$ cat src/rtl/timestamp_capture_pkg.sv
// timestamp_capture_pkg
//   Shared types and helpers for the timestamp capture block.
//   - chan_state_e : per-channel hold state (empty / holding / release pending)
//   - sel_width()  : width of the read-channel select bus (never below 1)
package timestamp_capture_pkg;

  typedef enum logic [1:0] {
    CH_EMPTY   = 2'd0,
    CH_FULL    = 2'd1,
    CH_PENDING = 2'd2
  } chan_state_e;

  function automatic int sel_width(input int n);
    return (n > 1) ? $clog2(n) : 1;
  endfunction

endpackage

$ cat src/rtl/timestamp_channel.sv
// timestamp_channel
//   One capture channel: synchroniser, rising-edge detect, hold FSM,
//   capture register and saturating missed-event counter.
//   Ports:
//     clk, rst      clock, async active-high reset
//     latch_async   asynchronous event input (rising edge = capture)
//     release_req   synchronous release request (pulse or level)
//     count         live counter value from the top level
//     rdy           timestamp held
//     cap           captured, latency-compensated timestamp
//     miss          events seen while holding (saturating)
module timestamp_channel
  import timestamp_capture_pkg::*;
#(
  parameter int WIDTH       = 64,
  parameter int SYNC_STAGES = 2,
  parameter int MISS_WIDTH  = 8
) (
  input  logic                  clk,
  input  logic                  rst,
  input  logic                  latch_async,
  input  logic                  release_req,
  input  logic [WIDTH-1:0]      count,
  output logic                  rdy,
  output logic [WIDTH-1:0]      cap,
  output logic [MISS_WIDTH-1:0] miss
);

  // The edge is seen SYNC_STAGES-1 cycles after the first stage sampled it;
  // the capture lands one cycle later still, so subtract that distance.
  localparam logic [WIDTH-1:0] COMP = WIDTH'(SYNC_STAGES - 1);

  logic [SYNC_STAGES-1:0] sync_q, sync_d;
  logic                   prev_q, prev_d;
  logic                   sync, edge_det;
  chan_state_e            state_q, state_d;
  logic [WIDTH-1:0]       cap_q, cap_d;
  logic [MISS_WIDTH-1:0]  miss_q, miss_d;

  assign sync     = sync_q[SYNC_STAGES-1];
  assign edge_det = sync & ~prev_q;

  always_comb begin
    sync_d = {sync_q[SYNC_STAGES-2:0], latch_async};
    prev_d = sync;
  end

  // FSM: state register
  always_ff @(posedge clk or posedge rst) begin
    if (rst) state_q <= CH_EMPTY;
    else     state_q <= state_d;
  end

  // FSM: next state
  always_comb begin
    state_d = state_q;
    case (state_q)
      CH_EMPTY:   if (edge_det) state_d = CH_FULL;
      // A release while the input is still high waits for it to drop, so a
      // long pulse cannot re-trigger a capture straight after release.
      CH_FULL:    if (release_req) state_d = sync ? CH_PENDING : CH_EMPTY;
      CH_PENDING: if (!sync) state_d = CH_EMPTY;
      default:    state_d = CH_EMPTY;
    endcase
  end

  // FSM: outputs
  always_comb begin
    rdy = (state_q != CH_EMPTY);
  end

  // Capture value and miss count
  always_comb begin
    cap_d  = cap_q;
    miss_d = miss_q;
    if (state_q == CH_EMPTY) begin
      if (edge_det) cap_d = count - COMP;
    end else begin
      if (edge_det && (miss_q != {MISS_WIDTH{1'b1}})) miss_d = miss_q + 1'b1;
      if (state_d == CH_EMPTY) miss_d = '0;
    end
  end

  always_ff @(posedge clk or posedge rst) begin
    if (rst) begin
      sync_q <= '0;
      prev_q <= 1'b0;
      cap_q  <= '0;
      miss_q <= '0;
    end else begin
      sync_q <= sync_d;
      prev_q <= prev_d;
      cap_q  <= cap_d;
      miss_q <= miss_d;
    end
  end

  assign cap  = cap_q;
  assign miss = miss_q;

endmodule

$ cat src/rtl/timestamp_capture.sv
// timestamp_capture
//   Free-running counter with pCHANNELS independent timestamp capture
//   channels and a select-driven read mux for the register bank.
//   Ports:
//     globalClock   sole clock
//     iReset        async active-high reset
//     iLatch        async per-channel event inputs
//     iResetLatch   per-channel release requests
//     iSel          read channel select
//     oCount        live counter
//     oLatch        timestamp of channel iSel
//     oMissed       missed-event count of channel iSel
//     oRdy          per-channel "timestamp held"
//     oWrap         one-cycle pulse while the counter reads 0 after wrapping
module timestamp_capture
  import timestamp_capture_pkg::*;
#(
  parameter int pCHANNELS    = 4,
  parameter int pWIDTH       = 64,
  parameter int pSYNC_STAGES = 2,
  parameter int pMISS_WIDTH  = 8
) (
  input  logic                                 globalClock,
  input  logic                                 iReset,
  input  logic [pCHANNELS-1:0]                 iLatch,
  input  logic [pCHANNELS-1:0]                 iResetLatch,
  input  logic [sel_width(pCHANNELS)-1:0]      iSel,
  output logic [pWIDTH-1:0]                    oCount,
  output logic [pWIDTH-1:0]                    oLatch,
  output logic [pMISS_WIDTH-1:0]               oMissed,
  output logic [pCHANNELS-1:0]                 oRdy,
  output logic                                 oWrap
);

  localparam int SEL_W = sel_width(pCHANNELS);

  logic [pWIDTH-1:0]                         cnt_q, cnt_d;
  logic                                      wrap_q, wrap_d;
  logic [pCHANNELS-1:0][pWIDTH-1:0]          cap_all;
  logic [pCHANNELS-1:0][pMISS_WIDTH-1:0]     miss_all;

  always_comb begin
    cnt_d  = cnt_q + 1'b1;
    wrap_d = &cnt_q;   // next value is 0 after all-ones
  end

  always_ff @(posedge globalClock or posedge iReset) begin
    if (iReset) begin
      cnt_q  <= '0;
      wrap_q <= 1'b0;
    end else begin
      cnt_q  <= cnt_d;
      wrap_q <= wrap_d;
    end
  end

  assign oCount = cnt_q;
  assign oWrap  = wrap_q;

  for (genvar g = 0; g < pCHANNELS; g++) begin : g_ch
    timestamp_channel #(
      .WIDTH      (pWIDTH),
      .SYNC_STAGES(pSYNC_STAGES),
      .MISS_WIDTH (pMISS_WIDTH)
    ) u_ch (
      .clk        (globalClock),
      .rst        (iReset),
      .latch_async(iLatch[g]),
      .release_req(iResetLatch[g]),
      .count      (cnt_q),
      .rdy        (oRdy[g]),
      .cap        (cap_all[g]),
      .miss       (miss_all[g])
    );
  end

  // Out-of-range selects read as zero.
  always_comb begin
    oLatch  = '0;
    oMissed = '0;
    for (int i = 0; i < pCHANNELS; i++) begin
      if (iSel == SEL_W'(i)) begin
        oLatch  = cap_all[i];
        oMissed = miss_all[i];
      end
    end
  end

endmodule

$ cat config.mk
export PLATFORM = sky130hd
export DESIGN_NAME = timestamp_capture
export DESIGN_NICKNAME = d
export VERILOG_FILES = /design/src/rtl/timestamp_capture_pkg.sv /design/src/rtl/timestamp_channel.sv /design/src/rtl/timestamp_capture.sv
export SDC_FILE = /design/constraint.sdc
export NUM_CORES = 1
export LEC_CHECK = 0
export BUFFER_PORTS_ARGS = -buffer_cell sky130_fd_sc_hd__buf_2
export CELL_PAD_IN_SITES_DETAIL_PLACEMENT = 0
export CELL_PAD_IN_SITES_GLOBAL_PLACEMENT = 1
export CORE_ASPECT_RATIO = 1.2
export CORE_MARGIN = 4
export CORE_UTILIZATION = 50
export DETAILED_ROUTE_END_ITERATION = 10
export GPL_TIMING_DRIVEN = 0
export HOLD_SLACK_MARGIN = 0.12
export PLACE_DENSITY_LB_ADDON = 0.1
export SETUP_SLACK_MARGIN = 0.3
export SLEW_MARGIN = 10
export SYNTH_ARGS = -nofsm -noshare
export SYNTH_HDL_FRONTEND = slang
export SYNTH_HIERARCHICAL = 1
export SYNTH_SLANG_ARGS = --single-unit
$ cat constraint.sdc
create_clock -name globalClock -period 5.58 [get_ports globalClock]
set_input_delay 1.116 -clock globalClock [delete_from_list [all_inputs] [get_ports globalClock]]
set_output_delay 1.116 -clock globalClock [all_outputs]
set_load 0.01 [all_outputs]
Word level (Yosys, flattened, before mapping):

Cells that the tools add are included.

* register bits: 373
* output and inout bits: 141

* add/sub/neg operators: 6
* equal/unequal tests: 15
* mux-type cells: 36
* bitwise logic cells: 12
* reduce and logical (&&, ||, !) cells: 30

Operators by type and width (number)
* $mux 64: 4
* $mux 8: 12
* $add 64x1->64 const B: 1
* $reduce_and 64->1: 1
* $sub 64x1->64 const B: 1
* $add 8x1->8 const B: 4
* $mux 2: 16
* $ne 8x8->1 const B: 4
* $pmux 2 s3: 4
* $logic_not 2->1: 9
* $reduce_and 2->1: 8
* $reduce_bool 2->1: 8
* $eq 2x2->1 const B: 6
* $eq 2x1->1 const B: 5
* $not 1->1: 8
* $and 1x1->1: 4
* $logic_and 1x1->1: 4

Depth between registers and ports, before layout:

Gate-level depths: netlist (run 1).

* depth in word-level cells: 7
* gate-level depth with buffers: 8

Cells and area by module:

The synthesis (run 1) kept the hierarchy.

Modules (own cells, without submodules)
* timestamp_channel at g_ch[0].u_ch ...: times used 3, cells each 463, area an instance 4264.1 um2, seq. area each 1926.8 um2
* timestamp_capture: times used 1, cells each 355, area an instance 4668.2 um2, seq. area each 1626.6 um2
* timestamp_channel at g_ch[2].u_ch: times used 1, cells each 462, area an instance 4275.4 um2, seq. area each 1926.8 um2

Worst setup path after synthesis (run 1):

No wires, ideal clock.

* path type: input -> output
* start: input port iSel[0]
* end: output port oLatch[0]
* arrival time: 2.279 ns
* required time: 4.464 ns
* slack: 2.185 ns
* cell stages on the path: 3
* cell sequence: clkbuf_1 -> buf_2 -> mux4_2

* word-level cells in the longest chain between the ends: 5
* elaborated cells between the ends (all ways): 8
* classes of those cells: eq/ne (3); mux (4); reduce/logical (1)

RTL lines
* start: declaration: line timestamp_capture.sv:27 `input logic [sel_width(pCHANNELS)-1:0] iSel,`
* $logic_not 2->1: line timestamp_capture.sv:82 `if (iSel == SEL_W'(i)) begin`
* $mux 64 (3 in series): line timestamp_capture.sv:82
* $mux 64 *: line timestamp_capture.sv:82
* end: declaration: line timestamp_capture.sv:29 `output logic [pWIDTH-1:0] oLatch,`

Every way passes the cells marked *; elsewhere a longest branch is shown, timed or not.

Worst setup path in the final report (run 1):

* start: input port iSel[0]
* end: output port oLatch[36]

Same word-level chain as after synthesis.

==> flow_summary.yaml, run 1 <==
status:
  run_status: "complete, no violations"
yosys:
  synth_cell_type_count: 54
  post_synth_main_area_contributors: "dfrtp_1 (43%), xnor2_1 (8.0%), mux4_2 (7.5%), nor2_1 (6.5%), a21oi_1 (5.5%)"
  async_flop_share_pct: 100
  synth_ff_type: "dfrtp_1"
  synth_top_cell_area_share_pct: 42.9
  synth.yosys.warnings: 6
  mappedNetlistNets: 2227
  netlist_area_mm2: 0.0217
  synth_edf_count: 0
  post_synth_inst_count: 2206
  ys_seq_elements: 373
  yosysSeqAreaShare_pct: 42.9
  syn_avg_cell_area_um2: 9.85
  synth_top_cell_by_area: "dfrtp_1"
finish:
  area_added_between_synthesis_and_finish_pct: 14.3
  most_frequent_standard_cell_in_the_layout_excluding_fill_and_tap_cells: "nor2_1"
  fin_util_pct: 57.9
  num-fill-cells: 3812
  final_nets: 2429
  most_frequent_cells_in_the_layout: "nor2_1 (377), dfrtp_1 (371), a21oi_1 (238)"
  drive_gt1_share_pct: 18.4
timing:
  slew_violations: 0
  achievable-frequency_mhz: 228
  finalCritPeriodShare_pct: 78.6
  totalNegativeSetupSlack_ns: 0
  max_slew.worst_pin.slew_ns: 1.30
  fin_skew_ns: 0.0189
  slew-limit-headroom_pct: 13.3
  timing.final.hold_violations: 0
  final.min_clock_period_ns: 4.39
  unrepaired_setup_endpoints_after_global_routing: "false"
  finalSetupViolCount: 0
pwr:
  sequential_fraction_of_design_power_pct: 44.9
  clock_power_share_pct: 38.7
  power.leakage_nw: 10.2
  power_report.internal_total_w: 0.00551
  switching_share_pct: 28.0
  power.net_switching_w: 0.00214
  p_per_area_mw_per_mm2: 308
  combinationalPowerShare_pct: 16.4
  vdd.ir_drop.worst_mv: 0.233
floorplanning:
  floorplan.rows: 83
  fp.coreArea_mm2: 0.0429
  initial_core_util_pct: 50.7
  die_x_um: 198
  design.portCount: 153
  floorplan.die_area_mm2: 0.0469
  die_height_um: 236
routing:
  finalWirelength_um: 73900
  wire_per_inst_um: 24.7
  antenna_left: 0
  post_drt_via_cell_ratio: 6.22
  routed-via-count: 18632
  drt_iter0_markers: 1544
  first_pass_iters: 6
  detail_route.drc_violations: 0
worst_setup_path:
  timing.critical_path.fanout_max: 10
  crit_type: "in2out"
  crit_path_end_kind: "primary output"
  worst_setup_path_start_kind: "input pin"
  timing.critical_path.required_ns: 4.46
  critPathArrivalTime_ns: 3.27
clock_network:
  source_to_sink_clock_delay_at_the_later_pin_of_the_worst_skew_pair_ns: 0.58
  clk_sink_count: 373
  clock_tree.root_cell: "clkbuf_16"
  ctsLongestPathBuffers: 3
  post_cts_buffers: 0
  cts_repair_resize_count: 0
  clkSlewWorstSetupHoldPaths_ns: 0.06
  tritoncts.num_buffers: 42
  cts_hold_buf: 0
  tritoncts_clock_tree: "done"
  htreeDepth: 2
placed_design:
  port-buffer-count: 150
  detailedPlacementHpwl_um: 50900
  gp_congestion: 0.893
min_path:
  hold_path_class: "reg2reg"
grt:
  number_of_global_route_vias_before_repair: 18515
  grt_antenna_before_repair: 1
  grt_usage_pct: 31.4
  globalRouteOverflowTotal: 0
  grt_first_pass_wirelength_um: 113000
  largest_net_degree_at_the_start_of_global_routing: 66
run:
  drv.max_cap_violation_count: 0
[worst paths after layout]
kind	from	to	slack (ns)	cells past startpoint
worst max register to register	oCount[12]	g_ch[1].u_ch/cap[57]	1.89	6
max in group asynchronous	iReset	g_ch[1].u_ch/cap[39]	4.12	3
worst max-delay path	iSel[0]	oLatch[36]	1.19	4
min in group asynchronous	iReset	g_ch[0].u_ch/cap[3]	0.68	2
worst min-delay path	g_ch[0].u_ch/sync_q[0]	g_ch[0].u_ch/sync_q[1]	0.36	0
worst min register to register	g_ch[0].u_ch/sync_q[0]	g_ch[0].u_ch/sync_q[1]	0.36	0
[sequential cells by signal, summed over array words and instances, names as in the netlist]
name               count
g_ch.u_ch/state_q      8
g_ch.u_ch/prev_q       4
oWrap                  1
g_ch.u_ch/sync_q       8
g_ch.u_ch/miss        32
oCount                64
g_ch.u_ch/cap        256
[cells in the mapped netlist, types with 7 or more instances]
cell type	number
or3_4	8
xnor2_1	199
nand2b_1	11
nor3_2	8
nand4_1	42
nor4b_1	8
o21ai_0	20
or3b_2	7
o31ai_1	14
and3_1	15
and2_1	11
or4_4	13
or2_2	8
or4_1	24
nor4_1	101
a21oi_2	10
nand3_1	64
buf_2	11
xor2_1	119
nor4_2	31
nor2_1	377
mux4_2	72
ha_1	9
a21oi_1	238
nor2b_1	7
buf_1	9
and4_1	10
a31oi_1	12
nor4_4	14
clkbuf_1	56
nor3_1	69
inv_1	31
or3_1	21
nand2_1	122
dfrtp_1	373
[cells by family after synthesis]
group           count (synthesis)  synth area share, %
fa+ha+maj                       9                0.518
buf+inv                       112                 2.17
compound gates                311                 7.77
mux                            76                 7.67
simple gates                 1007                 26.1
xor+xnor                      318                 12.8
flops                         373                 42.9
[routing by layer]
metal / routed length [um] / track usage (%) / vias to the layer above
met1: 30000 / 42.1 / 9228
met2: 34900 / 50.1 / 834
li1: - / - / 8359
met5: 0 / 0 / -
met3: 5450 / 5.07 / 211
met4: 3630 / 14.2 / 0
[layout make-up]
type                       instances  area, um2  area share, %
tap                              552        691           2.78
sequential                       373       9340           37.6
antenna                            1       2.50         0.0101
timing repair buffer             158        898           3.62
buffer                            81        355           1.43
clock inverter                    14        206          0.831
inverter                          31        129          0.519
clock buffer                      63       1250           5.04
multi-input combinational       1721      12000           48.2
[per-stage QoR]
step                      worst slack, ns  instances  total power [W]  area, um2  hold slack, ns
after global placement              0.616       2908          0.00467      23200           0.338
final                                1.19       2994          0.00765      24800           0.358
after CTS                            1.18       2993          0.00771      24800           0.360
after detailed placement             1.18       2916          0.00473      23400           0.336
after floorplan                      2.19       2206          0.00425      21700           0.331
after global routing                 1.13       2994          0.00800      24800           0.361
[critical path, cell delays in order]
cell      delay [ns]
clkbuf_1        0.84
buf_2           0.52
mux4_2          0.62
buf_2           0.17
[power by group through the flow]
stage / Sequential [W] / Combinational [W] / Clock (W)
2_1_floorplan: 0.00338 / 0.000875 / 0
3_3_place_gp: 0.00346 / 0.00121 / 0
3_5_place_dp: 0.00348 / 0.00125 / 0
4_1_cts: 0.00344 / 0.00126 / 0.00302
5_1_grt: 0.00349 / 0.00138 / 0.00312
6_report: 0.00344 / 0.00125 / 0.00296
(Power assumes the default switching activity.)
==> run 2, diff against run 1 <==
- CORE_UTILIZATION: 50 -> 44
- clock period: 5.58 -> 3.95 ns (I/O delays scaled with it)
==> flow_summary.yaml, run 2 (synthesized netlist as in run 1, its figures left out) <==
status:
  run_status: "complete, no violations"
routing:
  detail_route.drc_violations: 0
  first_pass_iters: 6
  drt_iter0_markers: 1793
  post_drt_via_cell_ratio: 6.07
  routed-via-count: 18639
  finalWirelength_um: 76800
  wire_per_inst_um: 25.0
  antenna_left: 0
worst_setup_path:
  timing.critical_path.slowest_cell_delay_ns: 0.79
  critPathArrivalTime_ns: 4.05
  crit_type: "reg2reg"
  critical_path.slowest_cell: "dfrtp_1"
  timing.critical_path.fanout_max: 26
  worst_setup_path_start_kind: "register"
  crit_path_end_kind: "register"
  timing.critical_path.cells: "or4_4, nor4_4, nand2_1, nor4_2, xnor2_1, a21oi_2"
  worst-path-buf-inv: 0
  timing.critical_path.required_ns: 4.38
  path_delay_family: "simple AND/OR/NAND/NOR gates"
floorplanning:
  die_x_um: 211
  die_height_um: 251
  floorplan.die_area_mm2: 0.0530
  floorplan.rows: 88
  design.portCount: 153
  initial_core_util_pct: 44.9
  fp.coreArea_mm2: 0.0484
clock_network:
  tritoncts_clock_tree: "done"
  cts_hold_buf: 0
  source_to_sink_clock_delay_at_the_later_pin_of_the_worst_skew_pair_ns: 0.58
  htreeDepth: 2
  ctsLongestPathBuffers: 3
  clkSlewWorstSetupHoldPaths_ns: 0.06
  clk_sink_count: 373
  tritoncts.num_buffers: 43
  clock_tree.root_cell: "clkbuf_16"
finish:
  drive_gt1_share_pct: 18.4
  insertedDiodeCount: 0
  fin_util_pct: 51.4
  final_area_mm2: 0.0249
  most_frequent_standard_cell_in_the_layout_excluding_fill_and_tap_cells: "nor2_1"
  area_added_between_synthesis_and_finish_pct: 14.6
  final_nets: 2433
  most_frequent_cells_in_the_layout: "nor2_1 (377), dfrtp_1 (367), a21oi_1 (238)"
  number_of_flip_flops_in_the_largest_register: 256
pwr:
  vdd.ir_drop.worst_mv: 0.283
  report.power.total_w: 0.0106
  power.leakage_nw: 10.2
  p_per_area_mw_per_mm2: 427
grt:
  grt_first_pass_wirelength_um: 116000
  number_of_global_route_vias_before_repair: 18422
  grt_usage_pct: 28.4
  globalRouteOverflowTotal: 0
  grt_antenna_before_repair: 0
  largest_net_degree_at_the_start_of_global_routing: 66
timing:
  fin_skew_ns: 0.0169
  final_critical_path_setup_slack_ns: 0.329
  totalNegativeSetupSlack_ns: 0
  unrepaired_setup_endpoints_after_global_routing: "true"
  finalSetupViolCount: 0
  max_slew.worst_pin.slew_ns: 1.33
  finalCritPeriodShare_pct: 91.7
  slew_violations: 0
  slew-limit-headroom_pct: 11.0
  achievable-frequency_mhz: 276
  final.min_clock_period_ns: 3.62
  timing.final.hold_violations: 0
placed_design:
  detailedPlacementHpwl_um: 52300
  gp_congestion: 0.846
  port-buffer-count: 150
  detailedPlace.worstSlack_ns: 0.119
  placed_area_mm2: 0.0235
run:
  drv.max_cap_violation_count: 0
min_path:
  hold_path_class: "in2reg"
[run 2: changes by cell type in the layout (fill, tap and decap cells not counted), moves of 3 or more]
cell and change:
clkbuf_1 +4, clkbuf_8 -3, clkinvlp_4 -3, dfrtp_1 -4, dfrtp_2 +4
[run 2: path summary, 6_finish.rpt]
path	start	cells after the start	to	slack [ns]
max in group asynchronous	iReset	3	g_ch[2].u_ch/cap[37]	2.81
min	iLatch[0]	1	g_ch[0].u_ch/sync_q[0]	0.32
min in group asynchronous	iReset	2	g_ch[0].u_ch/cap[3]	0.41
min reg2reg	g_ch[3].u_ch/sync_q[0]	0	g_ch[3].u_ch/sync_q[1]	0.35
max	oCount[9]	6	g_ch[0].u_ch/cap[57]	0.33
max reg2reg	oCount[9]	6	g_ch[0].u_ch/cap[57]	0.33
[run 2: per-layer routing]
metal / track usage [%] / vias up / wire length, um
li1: - / 8370 / -
met1: 38.8 / 9340 / 31500
met2: 46.4 / 775 / 36900
met3: 4.29 / 154 / 5400
met4: 10.2 / 0 / 2970
met5: 0 / - / 0
[run 2: stage by stage]
stage,std cells,hold slack (ns)
final,3071,0.316
after global routing,3071,0.295
after CTS,3071,0.283
after detailed placement,2994,0.337
after global placement,2986,0.335
after floorplan,2206,0.331
[run 2: area by class of cell]
class	instances	area (um2)
Fill cell	4588	23500
Sequential cell	373	9340
Multi-Input combinational cell	1721	12000
Buffer	81	358
Timing Repair Buffer	161	933
Clock inverter	8	119
Tap cell	630	788
Clock buffer	66	1230
Inverter	31	129
[run 2: worst reg2reg max path: stages, from the launching register on]
cell and delay, ns:
dfrtp_1 0.79, or4_4 0.76, nor4_4 0.62, nand2_1 0.53
nor4_2 0.51, xnor2_1 0.19, a21oi_2 0.09
[run 2: power breakdown]
| group | switching [W] | total, W | internal (W) | leakage (nW) |
|---|---|---|---|---|
| Sequential | 0.000396 | 0.00487 | 0.00447 | 4.59 |
| Combinational | 0.000975 | 0.00177 | 0.000794 | 4.98 |
| Clock | 0.00166 | 0.00399 | 0.00233 | 0.662 |
[run 2: repair_timing]
item / 4_1_cts / 5_1_grt
resized for setup: 2 / 7
setup buffers: 3 / 0
hold endpoints to repair: 0 / 0
endpoints found under the setup margin: 72 / 22
pin swaps: 1 / 1
==> run 3, diff against run 2 <==
- CORE_UTILIZATION: 44 -> 45
- CTS_BUF_LIST: unset -> sky130_fd_sc_hd__clkbuf_8
==> flow_summary.yaml, run 3 (synthesized netlist as in run 1, its figures left out) <==
grt:
  largest_net_degree_at_the_start_of_global_routing: 66
  grt_usage_pct: 28.7
  grt_first_pass_wirelength_um: 116000
  globalRouteOverflowTotal: 0
  grt_antenna_before_repair: 2
  number_of_global_route_vias_before_repair: 18807
pwr:
  vdd.ir_drop.worst_mv: 0.227
  report.power.total_w: 0.0103
  power.leakage_nw: 10.4
  p_per_area_mw_per_mm2: 415
routing:
  first_pass_iters: 5
  detail_route.drc_violations: 0
  post_drt_via_cell_ratio: 6.02
  finalWirelength_um: 75700
  routed-via-count: 18754
  antenna_left: 0
  wire_per_inst_um: 24.3
  drt_iter0_markers: 1792
clock_network:
  tritoncts.num_buffers: 69
  clk_sink_count: 373
  htreeDepth: 3
  source_to_sink_clock_delay_at_the_later_pin_of_the_worst_skew_pair_ns: 0.64
  ctsLongestPathBuffers: 3
  clock_tree.root_cell: "clkbuf_8"
  clkSlewWorstSetupHoldPaths_ns: 0.06
  cts_hold_buf: 0
  tritoncts_clock_tree: "done"
finish:
  final_nets: 2463
  number_of_flip_flops_in_the_largest_register: 256
  multiInputGateArea_mm2: 0.0120
  drive_gt1_share_pct: 19.7
  most_frequent_standard_cell_in_the_layout_excluding_fill_and_tap_cells: "nor2_1"
  num-fill-cells: 4532
  final_cell_count_no_fill: 3116
  final_area_mm2: 0.0249
  most_frequent_cells_in_the_layout: "nor2_1 (377), dfrtp_1 (367), a21oi_1 (238)"
  area_added_between_synthesis_and_finish_pct: 14.6
  sequential_cell_area_mm2: 0.00934
timing:
  finalSetupViolCount: 0
  fin_skew_ns: 0.0153
  max_slew.worst_pin.slew_ns: 1.30
  achievable-frequency_mhz: 279
  slew-limit-headroom_pct: 13.3
  totalNegativeSetupSlack_ns: 0
  unrepaired_setup_endpoints_after_global_routing: "false"
  slew_violations: 0
  final.min_clock_period_ns: 3.58
  timing.final.hold_violations: 0
  finalCritPeriodShare_pct: 90.6
floorplanning:
  design.portCount: 153
  floorplan.rows: 87
  fp.coreArea_mm2: 0.0474
  initial_core_util_pct: 45.9
  die_x_um: 209
  floorplan.die_area_mm2: 0.0519
  die_height_um: 249
worst_setup_path:
  regToRegStartpoint: "oCount[3]"
  critical_path.startpoint: "oCount[3]"
  reg2reg_to: "g_ch[0].u_ch/cap[57]"
  timing.reg2reg.worst_path_depth: 6
  crit_type: "reg2reg"
  worst_setup_path_start_kind: "register"
  timing.critical_path.required_ns: 4.45
  setup.reg_to_reg.worst_slack_ns: 0.37
  timing.critical_path.fanout_max: 27
  setup.worst_path.end: "g_ch[0].u_ch/cap[57]"
  critPathArrivalTime_ns: 4.08
  crit_path_end_kind: "register"
status:
  run_status: "complete, no violations"
placed_design:
  detailedPlacementHpwl_um: 51400
  dpl.cell_count: 2987
  placed_area_mm2: 0.0235
  gp_congestion: 0.873
  port-buffer-count: 150
min_path:
  hold_path_class: "in2reg"
run:
  drv.max_cap_violation_count: 0
run 3: changes by cell type in the layout (fill, tap and decap cells not counted), moves of 3 or more:
cell	delta
clkbuf_8	+80
clkinvlp_4	+5
buf_4	+4
bufinv_16	-3
clkbuf_1	-16
inv_1	+25
clkbuf_16	-43
run 3: power by group:
group          switching (W)  leakage (nW)  internal [W]
clock                0.00173         0.775       0.00197
combinational       0.000969          5.00      0.000794
sequential          0.000403          4.59       0.00447
total                0.00310          10.4       0.00724
run 3: worst min-delay path by stage:
stage                      startpoint                      to  slack, ns  depth (start not counted)
5_1_grt                     iLatch[2]  g_ch[2].u_ch/sync_q[0]       0.24                          1
6_report                    iLatch[2]  g_ch[2].u_ch/sync_q[0]       0.26                          1
2_1_floorplan  g_ch[0].u_ch/sync_q[0]  g_ch[0].u_ch/sync_q[1]       0.33                          0
3_5_place_dp   g_ch[1].u_ch/sync_q[0]  g_ch[1].u_ch/sync_q[1]       0.34                          0
4_1_cts                     iLatch[1]  g_ch[1].u_ch/sync_q[0]       0.21                          1
3_3_place_gp   g_ch[2].u_ch/sync_q[0]  g_ch[2].u_ch/sync_q[1]       0.33                          0
run 3: critical path: stages, from the launching register on:
cell and delay, ns:
dfrtp_1 0.72, or4_4 0.74, nor4_4 0.67, nand2_1 0.54
nor4_2 0.50, xnor2_1 0.18, a21oi_2 0.08
run 3: metal layers:
metal	vias up	routed length [um]	track usage (%)
met5	-	0	0
li1	8434	-	-
met3	150	5090	5.11
met1	9420	31800	38.9
met4	0	2540	10.7
met2	750	36300	46.4
run 3: stage by stage:
stage          utilization, %  hold WS, ns  setup WS [ns]
2_1_floorplan               -        0.331           1.19
3_3_place_gp             49.1        0.335         -0.557
3_5_place_dp             49.5        0.336          0.111
4_1_cts                  52.5        0.213          0.307
5_1_grt                  52.6        0.242          0.304
6_report                 52.6        0.257          0.369
run 3: final cells by class:
class,count,area share (%)
clock buffers,87,4.81
diodes,1,0.0100
inverters,31,0.517
well taps,623,3.13
repair buffers,165,3.87
clock inverters,34,0.608
plain buffers,81,1.44
flip-flops and latches,373,37.5
multi-input cells,1721,48.1
run 3: what timing repair did:
action / CTS / global route
setup endpoints to repair: 71 / 20
pin swaps: 1 / 4
setup buffers: 3 / 4
resized for setup: 2 / 5
hold endpoints to repair: 0 / 0
